**src/rtl/wb_port_arbiter.sv**
```systemverilog
// Register-file write-port arbiter: in-order pipeline writeback vs. a FIFO-buffered
// long-latency result source, with forced drain, pipeline stall and pending-rd mask.
module wb_port_arbiter #(
  parameter int DEPTH    = 2,
  parameter int MAX_WAIT = 4
) (
  input  logic                     clk,
  input  logic                     rst_n,
  input  logic                     i_pipe_wen,
  input  logic [4:0]               i_pipe_rd_addr,
  input  logic [31:0]              i_pipe_rd_wdata,
  output logic                     o_pipe_stall,
  input  logic                     i_lu_valid,
  output logic                     o_lu_ready,
  input  logic [4:0]               i_lu_rd_addr,
  input  logic [31:0]              i_lu_wdata,
  output logic                     o_rd_wen,
  output logic [4:0]               o_rd_addr,
  output logic [31:0]              o_rd_wdata,
  output logic [31:0]              o_lu_pending,
  output logic [$clog2(DEPTH):0]   o_fifo_count
);

  localparam int AW = $clog2(DEPTH);
  localparam int CW = AW + 1;
  localparam int WW = $clog2(MAX_WAIT + 1);
  localparam logic [CW-1:0] DEPTH_C    = CW'(DEPTH);
  localparam logic [WW-1:0] MAX_WAIT_C = WW'(MAX_WAIT);

  logic [4:0]    addr_mem [DEPTH];
  logic [31:0]   data_mem [DEPTH];

  logic [AW-1:0] wr_ptr_q, wr_ptr_d;
  logic [AW-1:0] rd_ptr_q, rd_ptr_d;
  logic [CW-1:0] count_q, count_d;
  logic [WW-1:0] wait_q, wait_d;
  logic          rd_wen_q;
  logic [4:0]    rd_addr_q;
  logic [31:0]   rd_wdata_q;
  logic [31:0]   pending_q, pending_d;

  logic lu_ready;
  logic push;
  logic pop;
  logic pipe_req;
  logic fifo_req;
  logic force_drain;
  logic grant_pipe;
  logic grant_fifo;

  // Ready depends only on the current occupancy; a same-cycle pop never raises it.
  assign lu_ready    = (count_q < DEPTH_C);
  assign push        = i_lu_valid && lu_ready && (i_lu_rd_addr != 5'd0);
  assign pipe_req    = i_pipe_wen && (i_pipe_rd_addr != 5'd0);
  assign fifo_req    = (count_q != '0);
  assign force_drain = fifo_req && ((wait_q >= MAX_WAIT_C) || (count_q == DEPTH_C));
  assign grant_fifo  = fifo_req && (force_drain || !pipe_req);
  assign grant_pipe  = pipe_req && !force_drain;
  assign pop         = grant_fifo;

  assign o_pipe_stall = pipe_req && force_drain;
  assign o_lu_ready   = lu_ready;
  assign o_rd_wen     = rd_wen_q;
  assign o_rd_addr    = rd_addr_q;
  assign o_rd_wdata   = rd_wdata_q;
  assign o_lu_pending = pending_q;
  assign o_fifo_count = count_q;

  always_comb begin
    wr_ptr_d = push ? wr_ptr_q + AW'(1) : wr_ptr_q;
    rd_ptr_d = pop  ? rd_ptr_q + AW'(1) : rd_ptr_q;
    count_d  = count_q;
    unique case ({push, pop})
      2'b10:   count_d = count_q + CW'(1);
      2'b01:   count_d = count_q - CW'(1);
      default: count_d = count_q;
    endcase
  end

  // The head's age only accumulates while it is queued and losing to the pipe.
  always_comb begin
    wait_d = wait_q;
    if (!fifo_req || grant_fifo) begin
      wait_d = '0;
    end else if (wait_q < MAX_WAIT_C) begin
      wait_d = wait_q + WW'(1);
    end
  end

  // Next-state view of every slot, so the pending mask lines up with the updated FIFO.
  logic [31:0] entry_onehot [DEPTH];

  for (genvar gi = 0; gi < DEPTH; gi++) begin : g_entry
    logic [AW-1:0] offset;
    logic [4:0]    addr_nx;
    logic          valid_nx;

    assign offset   = AW'(gi) - rd_ptr_d;
    assign valid_nx = ({1'b0, offset} < count_d);
    assign addr_nx  = (push && (wr_ptr_q == AW'(gi))) ? i_lu_rd_addr : addr_mem[gi];
    assign entry_onehot[gi] = valid_nx ? (32'd1 << addr_nx) : 32'd0;
  end

  always_comb begin
    pending_d = '0;
    for (int i = 0; i < DEPTH; i++) begin
      pending_d = pending_d | entry_onehot[i];
    end
    pending_d[0] = 1'b0;
  end

  always_ff @(posedge clk) begin
    if (push) begin
      addr_mem[wr_ptr_q] <= i_lu_rd_addr;
      data_mem[wr_ptr_q] <= i_lu_wdata;
    end
  end

  always_ff @(posedge clk) begin
    if (!rst_n) begin
      wr_ptr_q   <= '0;
      rd_ptr_q   <= '0;
      count_q    <= '0;
      wait_q     <= '0;
      rd_wen_q   <= 1'b0;
      rd_addr_q  <= '0;
      rd_wdata_q <= '0;
      pending_q  <= '0;
    end else begin
      wr_ptr_q  <= wr_ptr_d;
      rd_ptr_q  <= rd_ptr_d;
      count_q   <= count_d;
      wait_q    <= wait_d;
      pending_q <= pending_d;
      rd_wen_q  <= grant_pipe || grant_fifo;
      // Address/data hold their last committed value when no write is granted.
      if (grant_pipe) begin
        rd_addr_q  <= i_pipe_rd_addr;
        rd_wdata_q <= i_pipe_rd_wdata;
      end else if (grant_fifo) begin
        rd_addr_q  <= addr_mem[rd_ptr_q];
        rd_wdata_q <= data_mem[rd_ptr_q];
      end
    end
  end

endmodule
```
**config.mk**
```make
export PLATFORM = sky130hd
export DESIGN_NAME = wb_port_arbiter
export DESIGN_NICKNAME = d
export VERILOG_FILES = /design/src/rtl/wb_port_arbiter.sv
export SDC_FILE = /design/constraint.sdc
export NUM_CORES = 1
export LEC_CHECK = 0
export CAP_MARGIN = 40
export CORE_UTILIZATION = 40
export CTS_CLUSTER_DIAMETER = 150
export DETAILED_ROUTE_END_ITERATION = 7
export PLACE_DENSITY_LB_ADDON = 0.3
export RECOVER_POWER = 50
export SYNTH_ARGS = -nofsm -noshare
export SYNTH_HDL_FRONTEND = slang
export SYNTH_SLANG_ARGS = --single-unit
```
**constraint.sdc**
```tcl
create_clock -name clk -period 3.56 [get_ports clk]
set_input_delay 0.712 -clock clk [delete_from_list [all_inputs] [get_ports clk]]
set_output_delay 0.712 -clock clk [all_outputs]
set_load 0.1 [all_outputs]
```
-- Word-level counts from Yosys, hierarchy flattened
Memories as Yosys holds them, arrays and structs flattened. A register that Yosys moved wholly into a read port is not among the register bits.
Cells that the tools add are included.
- bits in registers: 77
- memory bits (writable): 74
- bits of input ports: 78
- output and inout bits: 74
- logic and storage cells: 66
- memories: 2
- add/subtract/negate cells: 7
- magnitude comparators: 5
- eq/ne operators: 3
- shift-type cells: 2
- mux-type cells: 14
- bitwise gates (word level): 3
- reduce and logical (&&, ||, !) cells: 21
- memories (memory ; depth ; width ; read ports ; clocked after Yosys merged registers in ; wr ports ; line ; text):
    data_mem ; 2 ; 32 ; 1 ; 1 ; 1 ; 31 ; logic [31:0] data_mem [DEPTH];
    addr_mem ; 2 ; 5 ; 3 ; 1 ; 1 ; 30 ; logic [4:0] addr_mem [DEPTH];
- operators with widths (cell ; count):
    $mux 32 ; 4
    $shl 1x5->32 const A ; 2
    $or 32x32->32 ; 1
    $mux 5 ; 4
    $reduce_bool 5->1 ; 2
    $logic_and 1x1->1 ; 9
    $mux 1 ; 5
    $eq 2x2->1 const B ; 2
    $logic_or 1x1->1 ; 4
    $lt 1x2->1 ; 2
    $pmux 2 s2 ; 1
    $reduce_bool 2->1 ; 2
    $add 3x1->3 const B ; 1
    $ge 3x3->1 const B ; 1
    $logic_not 1->1 ; 3
    $lt 3x3->1 const B ; 1
    $add 1x1->1 const B ; 2
    $add 2x1->2 const B ; 1
    $eq 2x1->1 const B ; 1
    $lt 2x2->1 const B ; 1
    $not 1->1 ; 2
    $reduce_or 2->1 ; 1
    $sub 1x1->1 const A ; 2
    $sub 2x1->2 const B ; 1

-- Longest topological paths before layout
Gate-level depths: netlist (run 1).
- word-level depth: 10
- depth in mapped cells: 11
- mapped depth without buffers: 10

-- Worst setup path before layout (run 1)
OpenSTA, ideal clock, no wires.
- path kind: register to output
- start: register count_q[0], in the netlist o_fifo_count[0]
- end: output port o_pipe_stall
- arrival time: 2981 ps
- required time: 2848 ps
- path slack: -133 ps
- cell stages (with the launch flop): 5
- path buffers: 2
- path through: dfxtp_1 > mux2i_1 > clkbuf_1 > clkbuf_1 > nor2_1
- cells in the longest elaborated chain, start to end: 4
- elaborated cells on any way between the ends: 5
- those cells by class: 1 x eq/ne; 4 x reduce/logical
- RTL lines (item ; line ; text):
    start: declaration ; 35 ; logic [CW-1:0] count_q, count_d;
    start signal: assignment ; 132 ; count_q <= count_d;
    $eq 2x2->1 ; 56 ; assign force_drain = fifo_req && ((wait_q >= MAX_WAIT_C) || (count_q == DEPTH_C));
    $logic_or 1x1->1 ; 56 ;
    $logic_and 1x1->1 (*) ; 56 ;
    $logic_and 1x1->1 (*) ; 61 ; assign o_pipe_stall = pipe_req && force_drain;
    end: declaration ; 12 ; output logic o_pipe_stall,
Every way passes the cells marked *; elsewhere a longest branch is shown, timed or not.

-- Worst setup path after layout (run 1)
- start: input port i_pipe_rd_addr[3]
- end: register pending_q[26], in the netlist o_lu_pending[26]
- cells in the longest elaborated chain, start to end: 10
- elaborated cells on any way between the ends: 16
- those cells by class: 2 x add/sub; 2 x order compare; 2 x eq/ne; 4 x mux; 1 x bitwise; 5 x reduce/logical
- RTL lines (item ; line ; text):
    start: declaration ; 10 ; input logic [4:0] i_pipe_rd_addr,
    $reduce_bool 5->1 (*) ; 54 ; assign pipe_req = i_pipe_wen && (i_pipe_rd_addr != 5'd0);
    $logic_and 1x1->1 (*) ; 54 ;
    $logic_not 1->1 (*) ; 57 ; assign grant_fifo = fifo_req && (force_drain || !pipe_req);
    $logic_or 1x1->1 (*) ; 57 ;
    $logic_and 1x1->1 (*) ; 57 ;
    $eq 2x1->1, or another cell as far along ; 73 ; unique case ({push, pop})
    $pmux 2 s2 / $sub 1x1->1 (equally long branches) ; 73, 98 ;
    $lt 1x2->1 ; 99 ; assign valid_nx = ({1'b0, offset} < count_d);
    $mux 32 ; 101 ; assign entry_onehot[gi] = valid_nx ? (32'd1 << addr_nx) : 32'd0;
    $or 32x32->32 (*) ; 107 ; pending_d = pending_d | entry_onehot[i];
    end signal: assignment ; 134 ; pending_q <= pending_d;
    end: declaration ; 40 ; logic [31:0] pending_q, pending_d;
Marked as above.
A chain may end at the register's enable or synchronous reset.

==> results of run 1 <==
[layout make-up]
class / instances / share of cell area (%)
sequential: 151 / 39.71
timing repair buffer: 243 / 25.75
multi-input combinational: 363 / 24.89
clock buffer: 18 / 4.527
tap: 211 / 2.785
clock inverter: 14 / 1.821
inverter: 13 / 0.5147
[synthesized netlist by cell type, drive strengths merged, types with 5 or more instances]
library cell and number:
dfxtp 77, edfxtp 74, nand2 66, nand3 40
mux2i 39, o22ai 35, o21ai 26, clkbuf 25
and2 23, o221ai 23, nor2 15, o32ai 14
inv 13, buf 12, a21oi 9, a31oi 8
or2 7, nor3 6, nor3b 6, nand3b 5
[report_power, final]
part	switching, mW	internal (mW)
clock	0.714	1.11
sequential	0.156	2.14
combinational	2.06	1.05
total	2.93	4.30
[critical path: cells and delay by family]
family / cells / cell delay (ns)
compound gates: 6 / 1.50
buf+inv: 2 / 0.56
fa+ha+maj: 1 / 0.31
simple gates: 2 / 0.61
[layer usage]
metal | GRT usage [%] | vias up
met4 | 10.66 | 0
met5 | 0 | -
met3 | 4.800 | 39
li1 | - | 2577
met1 | 28.21 | 2638
met2 | 36.92 | 230
[registers in the layout (all words and copies together) (netlist names), named ones only]
signal	flops
rd_ptr_q	1
o_rd_wen	1
wait_q	3
data_mem	64
o_rd_wdata	32
addr_mem	10
wr_ptr_q	1
o_rd_addr	5
o_fifo_count	2
o_lu_pending	31
[kinds of logic after synthesis]
group           synth area share (%)
simple gates                   14.94
compound gates                 15.39
buf+inv                        3.245
flops                          59.52
xor+xnor                      0.2771
mux                            6.173
fa+ha+maj                     0.3957
other cells                  0.05930
[layout by cell type (no fill, tap or decap), drive strengths merged, types with 23 or more instances in the layout]
cell type and n:
buf 61, o22ai 35, nand3 40, dlygate4sd3 38, o21ai 26, and2 23
mux2i 39, clkbuf 58, dfxtp 77, o221ai 23, nand2 66, edfxtp 74
clkdlybuf4s50 104
[final timing paths]
path,startpoint,end,slack [ns]
worst min-delay path,wait_q[0],wait_q[0],0.43
worst min register to register,wait_q[0],wait_q[0],0.43
worst max register to register,o_fifo_count[0],o_lu_pending[26],0.66
worst max-delay path,i_pipe_rd_addr[3],o_lu_pending[26],0.17
==> results.toml, run 1 <==
[clocking]
ctsLongestPathBuffers = 2
cts_tree = "built"
ctsHoldBuffers = 0
insertion_delay_ns = 0.42
clk_pin_slew_worst_paths_ns = 0.06
cts_resized = 0
post_cts.repair.setup_buffers = 0
cts-htree-levels = 4
cts_made_buffers = 17
clock_tree_root_buffer_cell = "sky130_fd_sc_hd__clkbuf_16"
cts.sinks = 151

[logic_synthesis]
yosys.cell_types.count = 57
portion_of_the_post_synthesis_area_used_by_sequential_elements_pct = 59.52
syn-mean-instance-area_um2 = 11.21
ys_dominant_reg_cell = "sky130_fd_sc_hd__dfxtp_1"
synth_nets = 644
synth_largest_area_cell = "sky130_fd_sc_hd__edfxtp_1"
ys_async_sr_fraction_pct = 0
synth.yosys.warnings = 0
yosys.area.top_type_share_pct = 35.14
syn-cell-area_um2 = 6324
yosys_register_bits = 151
post_synth_inst_count = 564
cell_types_occupying_the_most_area_after_synthesis = "sky130_fd_sc_hd__edfxtp_1 (35%), sky130_fd_sc_hd__dfxtp_1 (24%), sky130_fd_sc_hd__mux2i_1 (6.2%)"
synth_enable_flop_cells = 74

[hold_path]
hold_path_cells = 1
hp-class = "reg -> reg"

[timing]
skew_ns = 0.009175
finalSetupViolations = 0
portion_of_the_clock_cycle_consumed_by_the_worst_path_in_the_final_layout_pct = 95.23
period_needed_ns = 3.390
slew-limit-headroom_pct = 16.96
fmax_mhz = 295.0
count_of_final_hold_check_violations = 0
worst_margin_pin_slew_ns = 1.251
setup_total_negative_slack_ns = 0
final.setup.worst_slack_ns = 0.1697
fin_hold_ws_ns = 0.4303
unrepaired_setup_endpoints_after_global_routing = "no"
report.final.slew_viol_count = 0

[status]
run_status = "finished clean"

[grt]
grt_use_total_pct = 22.45
grt_pass1_vias = 5341
grt_max_degree = 39
grt_remaining_overflow = 0
antenna_violations_before_repair = 0
wire_length_of_the_first_global_routing_pass_um = 27920

[power_and_ir_drop]
worst_supply_voltage_drop_on_vdd_mv = 0.5018
p_leak_nw = 3.387
p_per_area_nw_per_um2 = 761.8
total_power_mw = 7.222

[setup_path]
most_prevalent_standard_cell_on_the_critical_path = "sky130_fd_sc_hd__a21oi_1"
critPathMaxFanout = 9
crit_arrival_ns = 3.69
timing.reg2reg.worst_path_depth = 10
crit_path_start_kind = "input pin"
crit_path_max_incr_delay_ns = 0.50
critical_path_capture_point_type = "register"
timing_worst_setup_path_type = "in -> reg"
cp_cell_instances = "clkdlybuf4s50_1 -> or3_1 -> o311ai_2 -> o21ai_2 -> inv_1 -> ha_1 -> a21oi_1 -> a21oi_1 -> a21oi_1 -> nor2_2 -> o32ai_1"
timing.critical_path.required_ns = 3.86
worst_path_max_delay_cell = "sky130_fd_sc_hd__clkdlybuf4s50_1"

[routing]
antenna_violating_nets_remaining = 0
drcViolationCount = 0
post_drt_via_cell_ratio = 5.414
dr_total_vias = 5484
wirelength_met1_um = 7596
first_pass_iters = 5
met3WireLength_um = 1014
wl_per_cell_um = 17.71
met2_wl_um = 8863
route.top_layer_used = "met4"
drt_first_iter_violations = 445
routed_wirelength_um = 17940

[layout]
multiInputGateArea_um2 = 2360
layout-drive-gt1-share_pct = 13.84
layoutNonFillerInstCount = 1013
n_antenna_cell = 0
fin_nets = 869
area_added_between_synthesis_and_finish_pct = 49.92
seq_area_um2 = 3765
fillCellCount = 1234
final_design_area_no_fill_um2 = 9480
end_of_flow_core_utilization_pct = 61.90

[placement]
dp.final_hpwl_um = 12620
port-buffer-count = 150
gp_congestion = 0.8435
placed_area_um2 = 9259
placed_cells_incl_taps = 981
pre_cts_setup_slack_ns = -0.1795

[floorplan]
initial_utilization_pct = 41.29
core_region_area_um2 = 15310
num_rows = 45
floorplan.die_area_um2 = 16320
dieWidth_um = 127.7
io-pin-count = 152
die-height_um = 127.7

[flow_run]
timing.max_cap.violations = 0
Note: power is estimated with default switching activity, not from simulation.
==> run 2: changes to the inputs <==
- CTS_CLUSTER_SIZE: unset -> 40
==> results of run 2 <==
Final layout, timing and power as in run 1 (identical DEF).
